## src/rtl/road_pkg.sv

```systemverilog
// Road selection codes and FSM state encoding shared by road_select
// and the downstream light controller.
package road_pkg;

  // One-hot road codes as seen on Road_SW; all-zero means no road.
  localparam logic [2:0] ROAD_NONE = 3'b000;
  localparam logic [2:0] ROAD_A    = 3'b100;
  localparam logic [2:0] ROAD_B    = 3'b010;
  localparam logic [2:0] ROAD_C    = 3'b001;

  typedef enum logic [1:0] {
    ST_NONE   = 2'd0,
    ST_ROAD_A = 2'd1,
    ST_ROAD_B = 2'd2,
    ST_ROAD_C = 2'd3
  } road_state_e;

  // Output code driven for each FSM state.
  function automatic logic [2:0] road_code(input road_state_e s);
    case (s)
      ST_ROAD_A: road_code = ROAD_A;
      ST_ROAD_B: road_code = ROAD_B;
      ST_ROAD_C: road_code = ROAD_C;
      default:   road_code = ROAD_NONE;
    endcase
  endfunction

  // Auto-mode rotation A -> B -> C -> A; NONE enters the cycle at A.
  function automatic road_state_e next_road(input road_state_e s);
    case (s)
      ST_ROAD_A: next_road = ST_ROAD_B;
      ST_ROAD_B: next_road = ST_ROAD_C;
      default:   next_road = ST_ROAD_A;
    endcase
  endfunction

endpackage

```

## src/rtl/sw_debounce.sv

```systemverilog
// Two-flop synchroniser followed by a consecutive-mismatch debouncer
// for one raw switch input.
module sw_debounce #(
  parameter int unsigned DEBOUNCE_CYCLES = 1000000
) (
  input  logic clk,
  input  logic rst_n,
  input  logic raw_i,
  output logic db_o
);

  localparam logic [23:0] CNT_LAST = 24'(DEBOUNCE_CYCLES - 1);

  logic        sync1_q;
  logic        sync2_q;
  logic        db_q;
  logic [23:0] cnt_q;

  // Bring the asynchronous switch into the clock domain.
  // NOTE: registers use non-blocking assignments so every flop samples the
  // pre-edge value of its neighbour; blocking here would collapse the chain.
  always_ff @(posedge clk or negedge rst_n) begin
    if (!rst_n) begin
      sync1_q <= 1'b0;
      sync2_q <= 1'b0;
    end else begin
      sync1_q <= raw_i;
      sync2_q <= sync1_q;
    end
  end

  // Accept a new level only after DEBOUNCE_CYCLES consecutive disagreeing cycles.
  always_ff @(posedge clk or negedge rst_n) begin
    if (!rst_n) begin
      db_q  <= 1'b0;
      cnt_q <= '0;
    end else if (sync2_q == db_q) begin
      cnt_q <= '0;
    end else if (cnt_q == CNT_LAST) begin
      db_q  <= ~db_q;
      cnt_q <= '0;
    end else begin
      cnt_q <= cnt_q + 24'd1;
    end
  end

  assign db_o = db_q;

endmodule

```

## src/rtl/road_select.sv

```systemverilog
// Road selector: debounced manual road switches or timed auto rotation,
// producing a registered one-hot road code with valid and change strobes.
module road_select
  import road_pkg::*;
#(
  parameter int unsigned DEBOUNCE_CYCLES = 1000000,
  parameter int unsigned AUTO_CYCLES     = 1050000000
) (
  input  logic       CLK_50MHz,
  input  logic       Res_n,
  input  logic [2:0] SW_raw,
  input  logic       Auto_en,
  output logic [2:0] Road_SW,
  output logic       Sel_valid,
  output logic       Change_pulse
);

  localparam logic [30:0] AUTO_LAST = 31'(AUTO_CYCLES - 1);

  logic [3:0]  raw_all;
  logic [3:0]  db_all;
  logic [2:0]  sw_db;
  logic        auto_db;

  road_state_e state_q, state_d;
  logic [30:0] dwell_q, dwell_d;
  logic [2:0]  road_sw_q;
  logic        sel_valid_q;
  logic        change_q;

  assign raw_all = {Auto_en, SW_raw};

  for (genvar i = 0; i < 4; i++) begin : g_db
    sw_debounce #(
      .DEBOUNCE_CYCLES(DEBOUNCE_CYCLES)
    ) u_db (
      .clk  (CLK_50MHz),
      .rst_n(Res_n),
      .raw_i(raw_all[i]),
      .db_o (db_all[i])
    );
  end

  assign auto_db = db_all[3];
  assign sw_db   = db_all[2:0];

  // Next road: timed rotation in auto mode, exact one-hot switch in manual mode.
  // NOTE: every output of a combinational block gets a default first so no
  // path leaves it unassigned, which would infer a latch.
  always_comb begin
    state_d = state_q;
    dwell_d = '0;
    if (auto_db) begin
      if (state_q == ST_NONE) begin
        state_d = ST_ROAD_A;
      end else if (dwell_q == AUTO_LAST) begin
        state_d = next_road(state_q);
      end else if (dwell_q != '1) begin
        dwell_d = dwell_q + 31'd1;
      end else begin
        dwell_d = dwell_q;
      end
    end else begin
      case (sw_db)
        ROAD_A:  state_d = ST_ROAD_A;
        ROAD_B:  state_d = ST_ROAD_B;
        ROAD_C:  state_d = ST_ROAD_C;
        default: state_d = state_q;
      endcase
    end
  end

  // FSM state, dwell timer and the registered outputs that follow the state.
  always_ff @(posedge CLK_50MHz or negedge Res_n) begin
    if (!Res_n) begin
      state_q     <= ST_NONE;
      dwell_q     <= '0;
      road_sw_q   <= ROAD_NONE;
      sel_valid_q <= 1'b0;
      change_q    <= 1'b0;
    end else begin
      state_q     <= state_d;
      dwell_q     <= dwell_d;
      road_sw_q   <= road_code(state_d);
      sel_valid_q <= (state_d != ST_NONE);
      change_q    <= (state_d != state_q);
    end
  end

  assign Road_SW      = road_sw_q;
  assign Sel_valid    = sel_valid_q;
  assign Change_pulse = change_q;

endmodule

```

## config.mk

```make
export PLATFORM = sky130hd
export DESIGN_NAME = road_select
export DESIGN_NICKNAME = d
export VERILOG_FILES = /design/src/rtl/road_pkg.sv /design/src/rtl/sw_debounce.sv /design/src/rtl/road_select.sv
export SDC_FILE = /design/constraint.sdc
export NUM_CORES = 1
export LEC_CHECK = 0
export BUFFER_PORTS_ARGS = -buffer_cell sky130_fd_sc_hd__buf_2
export CORE_MARGIN = 4
export CORE_UTILIZATION = 63
export CTS_CLUSTER_DIAMETER = 50
export DETAILED_ROUTE_END_ITERATION = 6
export MAX_ROUTING_LAYER = met4
export PLACE_DENSITY = 0.92
export SLEW_MARGIN = 0
export SYNTH_ARGS = -nofsm -noshare
export SYNTH_HDL_FRONTEND = slang
export SYNTH_SLANG_ARGS = --single-unit
```

## constraint.sdc

```tcl
create_clock -name CLK_50MHz -period 2.5 [get_ports CLK_50MHz]
set_input_delay 0.125 -clock CLK_50MHz [delete_from_list [all_inputs] [get_ports CLK_50MHz]]
set_output_delay 0.125 -clock CLK_50MHz [all_outputs]
set_load 0.1 [all_outputs]
```

### Word level (Yosys, flattened, before mapping)

Index checks and enable logic that the tools add are counted.

* output and inout port bits: 5
* input bits: 6
* bits in registers: 146
* word-level logic and storage cells: 78

* add/subtract/negate cells: 5
* reduce and logical (&&, ||, !) cells: 6
* muxes and demuxes: 18
* bitwise logic cells: 8
* equal/unequal tests: 20

Operators by type and width (count)
* 2-to-1 mux 24 bit: 8
* 2-to-1 mux 31 bit: 4
* adder 24 x 1 -> 24 bit, second input constant: 4
* == test 24 x 20 -> 1 bit, second input constant: 4
* adder 31 x 1 -> 31 bit, second input constant: 1
* == test 31 x 30 -> 1 bit, second input constant: 1
* inequality test 31 bit, second input constant: 1
* one-hot mux 3 bit (3 select lines): 1
* NOT 1 bit: 8
* AND reduction 2 bit: 4
* == test 2 bit, second input constant: 3
* 2-to-1 mux 2 bit: 3
* one-hot mux 2 bit (3 select lines): 1
* == test 1 bit: 4
* == test 2 x 1 -> 1 bit, second input constant: 2
* inequality test 4 bit, second input constant: 1
* one-hot mux 2 bit (2 select lines): 1
* == test 3 x 1 -> 1 bit, second input constant: 1
* == test 3 x 2 -> 1 bit, second input constant: 1
* == test 3 bit, second input constant: 1
* logical NOT 2 bit: 1
* inequality test 2 bit: 1
* nonzero test 2 bit: 1

### Longest topological paths before layout

Gate-level depths: netlist (run 1).

* word-level depth: 7
* mapped depth: 8
* depth with buffers taken out: 8

### Modules after synthesis

Synthesis (run 1) repeated with hierarchy kept, for this count alone.

* cells, all modules: 782
* area, all modules: 7592.3 sq um

By module, submodules not included
* sw_debounce: sequential area each 675.6 sq um, area an instance 1340.0 sq um, times used 4, cells each 136
* road_select: sequential area each 950.9 sq um, area an instance 2232.1 sq um, times used 1, cells each 238

### Worst setup path before layout (run 1)

OpenSTA, ideal clock, no wires.

* kind: register to register
* start: reg dwell_q[0]
* end: reg road_sw_q[0] (netlist: Road_SW[0])
* data arrival time: 1.900 ns
* data required time: 2.381 ns
* setup time: 0.119 ns
* path slack: 0.481 ns
* buffers on the path: 0
* clock period less this slack: 2.019 ns
* stages on the path, launching flop included: 7
* path through: dfrtp_1 > ha_1 > nand4_1 > or3_4 > o31a_1 > o32a_1 > and2_1

* word-level cells in the longest chain between the ends: 6
* elaborated cells between the ends (all ways): 8
* classes of those cells: eq/ne (4); mux (4)

Ends and longest elaborated chain
* start: declaration: line road_select.sv:26 `logic [30:0] dwell_q, dwell_d;`
* start signal: assignment: line road_select.sv:83 `dwell_q <= dwell_d;`
* == test 31 x 30 -> 1 bit *: line road_select.sv:56 `end else if (dwell_q == AUTO_LAST) begin`
* 2-to-1 mux 2 bit *: line road_select.sv:56
* 2-to-1 mux 2 bit *: line road_select.sv:54 `if (state_q == ST_NONE) begin`
* 2-to-1 mux 2 bit *: line road_select.sv:53 `if (auto_db) begin`
* net state_d[0]: line road_select.sv:25 `road_state_e state_q, state_d;`
* == test 2 bit or == test 2 x 1 -> 1 bit (tied branches): line road_pkg.sv:20 `case (s)`
* one-hot mux 3 bit (3 select lines) *: line road_pkg.sv:20
* end signal: assignment: line road_select.sv:84 `road_sw_q <= road_code(state_d);`
* end: declaration: line road_select.sv:27 `logic [2:0] road_sw_q;`

Mark *: on every way through the listed nets, which the timed path passes. The rest lies on a longest branch.
A chain may end at the register's enable or synchronous reset.

### Worst setup path after layout (run 1)

* start: reg dwell_q[0]
* end: reg road_sw_q[2] (netlist: Road_SW[2])

Same word-level chain as after synthesis.

==> metrics.md, run 1 <==
| Metric | Value |
|---|---|
| Outcome | `finished, final reports clean` |
| DR vias | `5874` |
| Fin. Hold Viols | `0` |
| Leak pwr | `0.00336 µW` |
| Area occupied by multi-input gates | `3590 µm²` |
| Max clock buf depth | `2` |
| Sequential cell area | `3650 µm²` |
| DRT Wirelength | `16100 µm` |
| Clk slew on worst S/H paths | `70 ps` |
| # Post-CTS Setup Buffers | `0` |
| Post_cts resized | `0` |
| Kind of critical path | `flip-flop to flip-flop` |
| Initial Util | `64.7%` |
| Pin count of the biggest net entering global routing | `82` |
| Clock Skew | `15.6 ps` |
| Crit path capture type | `flip-flop` |
| First-pass GRT wire length | `27600 µm` |
| Max VDD drop | `0.540 mV` |
| DR pass1 iterations | `5` |
| I/O Pins | `11` |
| GR Overflow Total | `0` |
| Die H | `117 µm` |
| Max FO, Critical Path | `5` |
| Max Cap Viol | `0` |
| Mapped Nets | `772` |
| DR WL/cell | `17.3 µm` |
| Vias in the first global route | `5841` |
| Clk root buf | `clkbuf_16` |
| WP data required | `2820 ps` |
| Global placer's final weighted congestion | `0.911` |
| EDFF count, synth | `0` |
| Max Clk Rate | `439 MHz` |
| Slew at the pin closest to its max-slew limit | `762 ps` |
| Initial antenna violation count | `0` |
| Fraction of layout cells with a size suffix above 1 | `10.8%` |
| Die area | `13600 µm²` |
| Startpoint types | `flip-flop` |
| Routed vias/inst | `6.30` |
| Routed Antenna Nets | `0` |
| # hold bufs at CTS | `5` |
| Syn. warnings | `0` |
| Area grow syn2layout | `11.7%` |
| Final period util | `91.1%` |
| RSZ-0062 raised after global routing | `false` |
| Chip Width | `117 µm` |
| Area leader, netlist | `dfrtp_1` |
| Fill cell count | `744` |
| Drc violations | `0` |
| Core footprint | `11500 µm²` |
| Clock Latency Late Sink | `430 ps` |
| Seq cells post-synth | `146` |
| Final TNS setup | `0 ps` |
| Ys async rst share | `100%` |
| Primary FF master, synth | `dfrtp_1` |
| Slew HR | `49.2%` |
| Yosys cell types | `64` |
| Sequential share of the synthesized area | `49.2%` |
| Syn avg cell area | `9.77 µm²` |
| Tmin final | `2280 ps` |
| Clk sink count | `146` |
| IO buf count | `10` |
| Drt initial violations | `613` |
| Fin. max-slew vios | `0` |
| GRT Resource Usage Total | `26.3%` |
| Synth Cell Area | `7420 µm²` |
| Number of diodes | `0` |
| Power per Cell Area | `625 nW/µm²` |
| Number of core rows | `39` |
| CTS Buf Count | `17` |
| H-Tree Depth | `4` |
| Crit path DAT | `2600 ps` |
| Synth Instances | `760` |
| CTS tree | `built` |
| Synth top area share | `49.2%` |
| Layout net count | `788` |
| Pwr Total | `5180 µW` |
| Hpwl dp | `10100 µm` |
| Synth area leaders | `dfrtp_1 (49%), nor2_1 (6.6%), xnor2_1 (6.3%), xor2_1 (5.9%), nand4_1 (2.8%)` |
| Worst Hold Class | `input pin to asynchronous set/reset pin` |
| Setup Viol. Count Final | `0` |
==> sequential cells by signal, indices dropped and copies added (netlist names) <==
| register | count |
|---|---|
| dwell_q | 31 |
| g_db.u_db.sync2_q | 4 |
| Sel_valid | 1 |
| g_db.u_db.cnt_q | 96 |
| g_db.u_db.sync1_q | 4 |
| state_q | 2 |
| Change_pulse | 1 |
| Road_SW | 3 |
| g_db.u_db.db_o | 4 |
==> area by class of cell <==
| class | instances | share of cell area (%) |
|---|---|---|
| Sequential cell | 146 | 44.0 |
| Multi-Input combinational cell | 572 | 43.3 |
| Clock buffer | 18 | 5.29 |
| Timing Repair Buffer | 24 | 2.40 |
| Clock inverter | 14 | 2.16 |
| Tap cell | 143 | 2.16 |
| Inverter | 15 | 0.679 |
==> cell usage in the layout (no fill, tap or decap), drive strengths merged, types with 3 or more instances in the layout <==
master       count
dfrtp          146
nor2           132
xnor2           53
xor2            50
nand2           48
nand3           44
nand4           34
nor3            28
nor4            22
and4            21
buf             19
clkbuf          18
inv             18
a21oi           18
and3            17
o21ai           12
nor4b           10
or3             10
and2             9
or4              9
o31ai            6
ha               6
or2              5
a31oi            5
clkinvlp         5
dlygate4sd3      5
mux2             4
nand2b           3
bufinv           3
clkinv           3
==> per-stage QoR <==
step	cell area (µm²)	cells	util, %	setup slack [ps]	hold slack [ps]
finish	8290	932	72.3	222	277
global route	8290	932	72.3	110	321
CTS	8290	932	72.3	257	334
detailed placement	7630	895	66.5	302	215
global placement	7630	895	66.5	391	205
floorplan	7420	760	-	481	-171
==> cells by family (layout without fill, tap and decap cells) <==
| family | count (synthesis) | count (layout) | synth area share [%] |
|---|---|---|---|
| AO/OA/AOI/OAI | 56 | 56 | 5.11 |
| XOR/XNOR | 103 | 103 | 12.2 |
| buffers and inverters | 42 | 71 | 2.46 |
| AND/OR/NAND/NOR | 401 | 401 | 29.2 |
| adder cells (fa/ha/maj) | 6 | 6 | 1.01 |
| flip-flops | 146 | 146 | 49.2 |
| multiplexers | 6 | 6 | 0.876 |
==> where the power goes <==
part           switching [µW]  internal, µW  leakage, µW
sequential               21.9          2390      0.00201
combinational            86.7          33.4      0.00106
clock                    1050          1610     0.000287
total                    1160          4030      0.00336
==> critical path, cell delays in order, from the launching register on <==
cell and delay, ps:
dfrtp_1 420, ha_1 270, nand4_1 210, or3_4 470, o31a_1 300, o32a_1 330
and2_1 180
==> synthesized netlist by cell type (14+ instances only) <==
master and count:
dfrtp_1 146, nor2_1 131, xnor2_1 53, xor2_1 50, nand2_1 48, nand3_1 41, nand4_1 33, nor3_1 25
nor4_1 21, and4_1 20, and3_1 17, a21oi_1 14, clkbuf_1 14, inv_1 14
==> worst paths after layout <==
| path | depth (start not counted) | slack, ps | start | end |
|---|---|---|---|---|
| setup / recovery | 6 | 220 | dwell_q[0]$_DFFE_PN0P_ | Road_SW[2]$_DFF_PN0_ |
| hold / removal | 2 | 280 | Res_n | g_db[2].u_db.cnt_q[13]$_DFF_PN0_ |
| setup reg to reg | 6 | 220 | dwell_q[0]$_DFFE_PN0P_ | Road_SW[2]$_DFF_PN0_ |
| hold reg to reg | 0 | 350 | g_db[0].u_db.sync1_q$_DFF_PN0_ | g_db[0].u_db.sync2_q$_DFF_PN0_ |
| max in group asynchronous | 3 | 1440 | Res_n | dwell_q[26]$_DFFE_PN0P_ |
| min in group CLK_50MHz | 2 | 330 | SW_raw[0] | g_db[0].u_db.sync1_q$_DFF_PN0_ |
==> per-layer routing <==
metal  global-route usage, %  part of all wire, %
met2                    42.7                   52
met1                    32.6                   41
met4                    10.6                  2.4
met5                       -                    0
met3                    5.18                  4.4
(Power assumes the default switching activity.)
==> inputs of run 2 (changes only) <==
--- a/config.mk
+++ b/config.mk
@@ -5,13 +5,14 @@
 export SDC_FILE = /design/constraint.sdc
 export NUM_CORES = 1
 export LEC_CHECK = 0
+export ABC_AREA = 1
 export BUFFER_PORTS_ARGS = -buffer_cell sky130_fd_sc_hd__buf_2
 export CORE_MARGIN = 4
-export CORE_UTILIZATION = 63
+export CORE_UTILIZATION = 64
 export CTS_CLUSTER_DIAMETER = 50
 export DETAILED_ROUTE_END_ITERATION = 6
 export MAX_ROUTING_LAYER = met4
-export PLACE_DENSITY = 0.92
+export PLACE_DENSITY = 0.93
 export SLEW_MARGIN = 0
 export SYNTH_ARGS = -nofsm -noshare
 export SYNTH_HDL_FRONTEND = slang
==> metrics.md, run 2 <==
| Metric | Value |
|---|---|
| Outcome | `finished with violations` |
| Failing checks | `DRC` |
| Yosys cell types | `39` |
| Area grow syn2layout | `10.7%` |
| Startpoint types | `flip-flop` |
| Initial antenna violation count | `0` |
| Reg2reg end | `dwell_q[14]$_DFFE_PN0P_` |
| Drc violations | `1` |
| Synth Cell Area | `8270 µm²` |
| Commonest non-fill, non-tap cell in the layout | `nand2_1` |
| Final TNS setup | `0 ps` |
| Max Cap Viol | `0` |
| CTS Buf Count | `17` |
| WP data required | `2840 ps` |
| Crit path max-delay cell type | `dfrtp_1` |
| Synth area leaders | `dfrtp_1 (44%), nand2_1 (9.9%), nor2_1 (9.3%), inv_1 (5.4%), nand3_1 (5.3%)` |
| IO buf count | `10` |
| Max FO, Critical Path | `8` |
| I/O Pins | `11` |
| DR WL/cell | `15.8 µm` |
| Leak pwr | `0.00384 µW` |
| Syn. warnings | `0` |
| Family with the most delay on the worst path | `simple AND/OR/NAND/NOR gates` |
| Syn avg cell area | `7.56 µm²` |
| CTS tree | `built` |
| Die H | `122 µm` |
| Fraction of layout cells with a size suffix above 1 | `7.59%` |
| Seq cells post-synth | `146` |
| Reg-to-reg startpoint | `dwell_q[1]$_DFFE_PN0P_` |
| Drt initial violations | `1068` |
| Synth Instances | `1093` |
| Setup Viol. Count Final | `0` |
| Crit path capture type | `flip-flop` |
| Core footprint | `12600 µm²` |
| DR pass1 iterations | `7` |
| Area leader, netlist | `dfrtp_1` |
| Top reg by flops | `g_db.u_db.cnt_q` |
| # hold bufs at CTS | `5` |
| Pin count of the biggest net entering global routing | `49` |
| Final period util | `85.1%` |
| Synth top area share | `44.2%` |
| Layout net count | `1132` |
| Worst Hold Class | `input pin to asynchronous set/reset pin` |
| FF-to-FF setup slack | `370 ps` |
| First-pass GRT wire length | `35000 µm` |
| Fin. Hold Viols | `0` |
| Slew at the pin closest to its max-slew limit | `616 ps` |
| Hpwl dp | `14300 µm` |
| Vias in the first global route | `7386` |
| DRT Wirelength | `20600 µm` |
| GRT Resource Usage Total | `30.6%` |
| Global placer's final weighted congestion | `1.04` |
| Number of core rows | `41` |
| Sequential share of the synthesized area | `44.2%` |
| Clock Latency Late Sink | `430 ps` |
| Max VDD drop | `0.487 mV` |
| Fill cell count | `954` |
| Clk slew on worst S/H paths | `60 ps` |
| Max stage delay on crit path | `410 ps` |
| FF-to-FF path depth | `9` |
| Clk sink count | `146` |
| EDFF count, synth | `0` |
| H-Tree Depth | `4` |
| Top-count cell post-synth | `nand2_1` |
| Commonest cells after routing, fill and taps aside | `nand2_1 (217), nor2_1 (205), dfrtp_1 (146)` |
| Pwr Total | `5060 µW` |
| Synth cell count leaders | `nand2_1 (217), nor2_1 (205), dfrtp_1 (146)` |
| Max clock buf depth | `2` |
| Power per Cell Area | `553 nW/µm²` |
| Slew HR | `58.6%` |
| Number of diodes | `0` |
| Most frequent CP cell | `nand3_1` |
| RSZ-0062 raised after global routing | `false` |
| Fin. max-slew vios | `0` |
| Kind of critical path | `flip-flop to flip-flop` |
| Crit path DAT | `2470 ps` |
| DR vias | `7577` |
| Chip Width | `122 µm` |
| Cell area after layout | `9150 µm²` |
| Placed Area | `8520 µm²` |
| Tmin final | `2130 ps` |
| Max reg flops | `96` |
| Util after Layout | `72.5%` |
| Ys async rst share | `100%` |
| Biggest regs | `g_db.u_db.cnt_q (96), dwell_q (31)` |
| Max Clk Rate | `470 MHz` |
| Clock Skew | `11.7 ps` |
| CP Cell Sequence | `ha_1 > nand2_2 > nor2_4 > inv_1 > nor2_1 > nand3_1 > nand2_1 > nand3_1 > o21ai_0` |
| Routed vias/inst | `5.81` |
| Clk root buf | `clkbuf_16` |
| Crit path buffers/inverters | `1` |
| Initial Util | `65.5%` |
| Routed Antenna Nets | `0` |
| Mapped Nets | `1105` |
| Post_cts resized | `0` |
| Die area | `14800 µm²` |
| # Post-CTS Setup Buffers | `0` |
| GR Overflow Total | `0` |
| Primary FF master, synth | `dfrtp_1` |
run 2: changes by cell type after synthesis, moves of 9 or more:
cell / before / now
and3_1: 17 / 2
nor2_1: 131 / 205
nor4b_1: 10 / 0
inv_1: 14 / 118
nor3_1: 25 / 72
and4_1: 20 / 0
xnor2_1: 53 / 17
o21ai_0: 6 / 24
and2_1: 9 / 0
nand2_1: 48 / 217
nand3_1: 41 / 87
run 2: routing by layer:
metal | GRT usage, % | wire, µm
met4 | 14.1 | 686
met3 | 5.48 | 1630
met5 | - | 0
met1 | 39.6 | 8530
met2 | 47.3 | 9730
run 2: report_power, final:
part | internal (µW) | leakage (µW) | switching, µW | total (µW)
clock | 1500 | 0.000266 | 1030 | 2530
combinational | 34.4 | 0.00156 | 93.9 | 128
sequential | 2390 | 0.00201 | 21.4 | 2410
run 2: cells by family (layout without fill, tap and decap cells):
| family | after synthesis | in the layout | synth area share (%) |
|---|---|---|---|
| AO/OA/AOI/OAI | 55 | 55 | 3.63 |
| XOR/XNOR | 60 | 60 | 6.36 |
| adder cells (fa/ha/maj) | 6 | 6 | 0.908 |
| buffers and inverters | 134 | 174 | 6.42 |
| flip-flops | 146 | 146 | 44.2 |
| AND/OR/NAND/NOR | 692 | 692 | 38.5 |
run 2: worst max path at each step:
stage	start	to	slack, ps	depth (start not counted)
after global routing	dwell_q[1]$_DFFE_PN0P_	dwell_q[17]$_DFFE_PN0P_	220	10
after floorplan	dwell_q[0]$_DFFE_PN0P_	Change_pulse$_DFF_PN0_	850	13
after global placement	dwell_q[1]$_DFFE_PN0P_	dwell_q[14]$_DFFE_PN0P_	540	9
after CTS	dwell_q[1]$_DFFE_PN0P_	dwell_q[14]$_DFFE_PN0P_	430	9
after detailed placement	dwell_q[1]$_DFFE_PN0P_	dwell_q[14]$_DFFE_PN0P_	450	10
final	dwell_q[1]$_DFFE_PN0P_	dwell_q[14]$_DFFE_PN0P_	370	9
run 2: layout make-up:
class | instances | area (µm²) | share of cell area (%)
Timing Repair Buffer | 22 | 171 | 1.87
Sequential cell | 146 | 3650 | 39.9
Clock buffer | 21 | 450 | 4.92
Tap cell | 172 | 215 | 2.35
Clock inverter | 11 | 129 | 1.41
Multi-Input combinational cell | 813 | 4080 | 44.6
Inverter | 120 | 450 | 4.92
run 2: per-stage QoR:
step / setup WS, ps / cells / hold slack (ps)
4_1_cts: 428 / 1305 / 198
3_5_place_dp: 451 / 1268 / 73.1
3_3_place_gp: 535 / 1268 / 73.4
6_report: 372 / 1305 / 178
2_1_floorplan: 848 / 1093 / -171
5_1_grt: 223 / 1305 / 226
==> inputs of run 3 (changes only) <==
--- a/config.mk
+++ b/config.mk
@@ -7,8 +7,10 @@
 export LEC_CHECK = 0
 export ABC_AREA = 1
 export BUFFER_PORTS_ARGS = -buffer_cell sky130_fd_sc_hd__buf_2
+export CELL_PAD_IN_SITES_DETAIL_PLACEMENT = 0
+export CELL_PAD_IN_SITES_GLOBAL_PLACEMENT = 1
 export CORE_MARGIN = 4
-export CORE_UTILIZATION = 64
+export CORE_UTILIZATION = 48
 export CTS_CLUSTER_DIAMETER = 50
 export DETAILED_ROUTE_END_ITERATION = 6
 export MAX_ROUTING_LAYER = met4
==> metrics.md, run 3 (same netlist as run 2, synthesis figures left out) <==
| Metric | Value |
|---|---|
| Max Cap Viol | `0` |
| DR vias | `7190` |
| Fin. max-slew vios | `0` |
| Tmin final | `2090 ps` |
| Fill cell count | `1570` |
| I/O Pins | `11` |
| GRT Resource Usage Total | `21.8%` |
| Global placer's final weighted congestion | `0.982` |
| Clk root buf | `clkbuf_16` |
| Initial Util | `49.5%` |
| Outcome | `finished, final reports clean` |
| Power per Cell Area | `539 nW/µm²` |
| GR Overflow Total | `0` |
| DRT Wirelength | `19600 µm` |
| Util after Layout | `55.1%` |
| RSZ-0062 raised after global routing | `false` |
| Max reg flops | `96` |
| DR pass1 iterations | `7` |
| Number of core rows | `47` |
| WP data required | `2780 ps` |
| Initial antenna violation count | `0` |
| CTS Buf Count | `17` |
| Biggest regs | `g_db.u_db.cnt_q (96), dwell_q (31)` |
| Max VDD drop | `0.550 mV` |
| Fin. Hold Viols | `0` |
| Routed vias/inst | `5.32` |
| Worst Hold Class | `input pin to asynchronous set/reset pin` |
| DR WL/cell | `14.5 µm` |
| Startpoint types | `flip-flop` |
| Clk sink count | `146` |
| Crit path capture type | `flip-flop` |
| Die area | `19400 µm²` |
| Crit path DAT | `2370 ps` |
| Drc violations | `0` |
| Area grow syn2layout | `11.3%` |
| Slew HR | `55.7%` |
| Final period util | `83.5%` |
| First-pass GRT wire length | `33900 µm` |
| Layout net count | `1132` |
| Clk slew on worst S/H paths | `50 ps` |
| Max clock buf depth | `2` |
| CTS tree | `built` |
| Kind of critical path | `flip-flop to flip-flop` |
| Leak pwr | `0.00386 µW` |
| IO buf count | `10` |
| Clock Latency Late Sink | `430 ps` |
| Drt initial violations | `723` |
| Die H | `139 µm` |
| Chip Width | `139 µm` |
| Vias in the first global route | `6828` |
| Slew at the pin closest to its max-slew limit | `665 ps` |
| Clock Skew | `9.09 ps` |
| Max FO, Critical Path | `26` |
| Final TNS setup | `0 ps` |
| Core footprint | `16700 µm²` |
| Pin count of the biggest net entering global routing | `70` |
| Number of diodes | `0` |
| Max Clk Rate | `479 MHz` |
| Commonest cells after routing, fill and taps aside | `nand2_1 (217), nor2_1 (205), dfrtp_1 (146)` |
| Setup Viol. Count Final | `0` |
| Fraction of layout cells with a size suffix above 1 | `7.34%` |
| Commonest non-fill, non-tap cell in the layout | `nand2_1` |
| Routed Antenna Nets | `0` |
| Hpwl dp | `14200 µm` |
| Pwr Total | `4960 µW` |
| H-Tree Depth | `4` |
| Top reg by flops | `g_db.u_db.cnt_q` |
## run 3: changes by cell type in the layout (fill, tap and decap cells not counted), sizes merged
cell | before | now
clkbuf | 21 | 26
clkinvlp | 5 | 0
inv | 121 | 119
bufinv | 2 | 1
clkinv | 3 | 4
## run 3: final timing paths
| kind | from | end | slack, ps | cells past startpoint |
|---|---|---|---|---|
| worst min-delay path | Res_n | dwell_q[1]$_DFFE_PN0P_ | 280 | 2 |
| min in group CLK_50MHz | SW_raw[2] | g_db[2].u_db.sync1_q$_DFF_PN0_ | 350 | 2 |
| worst max-delay path | dwell_q[0]$_DFFE_PN0P_ | dwell_q[0]$_DFFE_PN0P_ | 410 | 10 |
| worst min register to register | g_db[3].u_db.sync1_q$_DFF_PN0_ | g_db[3].u_db.sync2_q$_DFF_PN0_ | 350 | 0 |
| max in group asynchronous | Res_n | g_db[3].u_db.cnt_q[15]$_DFF_PN0_ | 1570 | 3 |
| worst max register to register | dwell_q[0]$_DFFE_PN0P_ | dwell_q[0]$_DFFE_PN0P_ | 410 | 10 |
## run 3: what timing repair did
action                                  CTS  global route
endpoints found under the setup margin    0             0
hold buffers                              5             0
hold endpoints to repair                 71             0
buffers inserted                          0             0
resized for setup                         0             0
## run 3: layout make-up
cell class                 instances  area [µm²]  area share (%)
clock buffer                      26         509            5.53
clock inverter                     4        48.8           0.530
inverter                         120         450            4.89
multi-input combinational        813        4080            44.4
sequential                       146        3650            39.7
tap                              220         275            2.99
timing repair buffer              22         184            2.00
## run 3: through the flow
stage	hold WS (ps)	instances	setup WS (ps)	cell area [µm²]
floorplan	-171	1093	848	8270
global placement	171	1316	531	8590
detailed placement	170	1316	440	8590
CTS	311	1351	417	9200
global route	359	1351	233	9200
finish	277	1351	412	9200
## run 3: power by group
| part | total (µW) | leakage (µW) | internal, µW | switching [µW] |
|---|---|---|---|---|
| combinational | 130 | 0.00157 | 36.3 | 93.6 |
| clock | 2420 | 0.000276 | 1490 | 936 |
| sequential | 2410 | 0.00201 | 2390 | 20.6 |
## run 3: critical path, stage by stage, from the launching register on
cell     delay [ps]
dfrtp_1         400
ha_1            250
nand2_2         100
nor2_4          210
nand2_1         140
nor2_2          170
nand3_1         100
nor2_2          160
inv_2           210
nand3_1         120
o21ai_0          90
## run 3: layer usage
metal / global-route usage, % / vias to the layer above / part of all wire (%)
met1: 31.0 / 3389 / 49
met3: 3.29 / 33 / 3.9
met5: - / - / 0
li1: - / 3620 / -
met4: 6.54 / 0 / 1.9
met2: 32.4 / 148 / 46
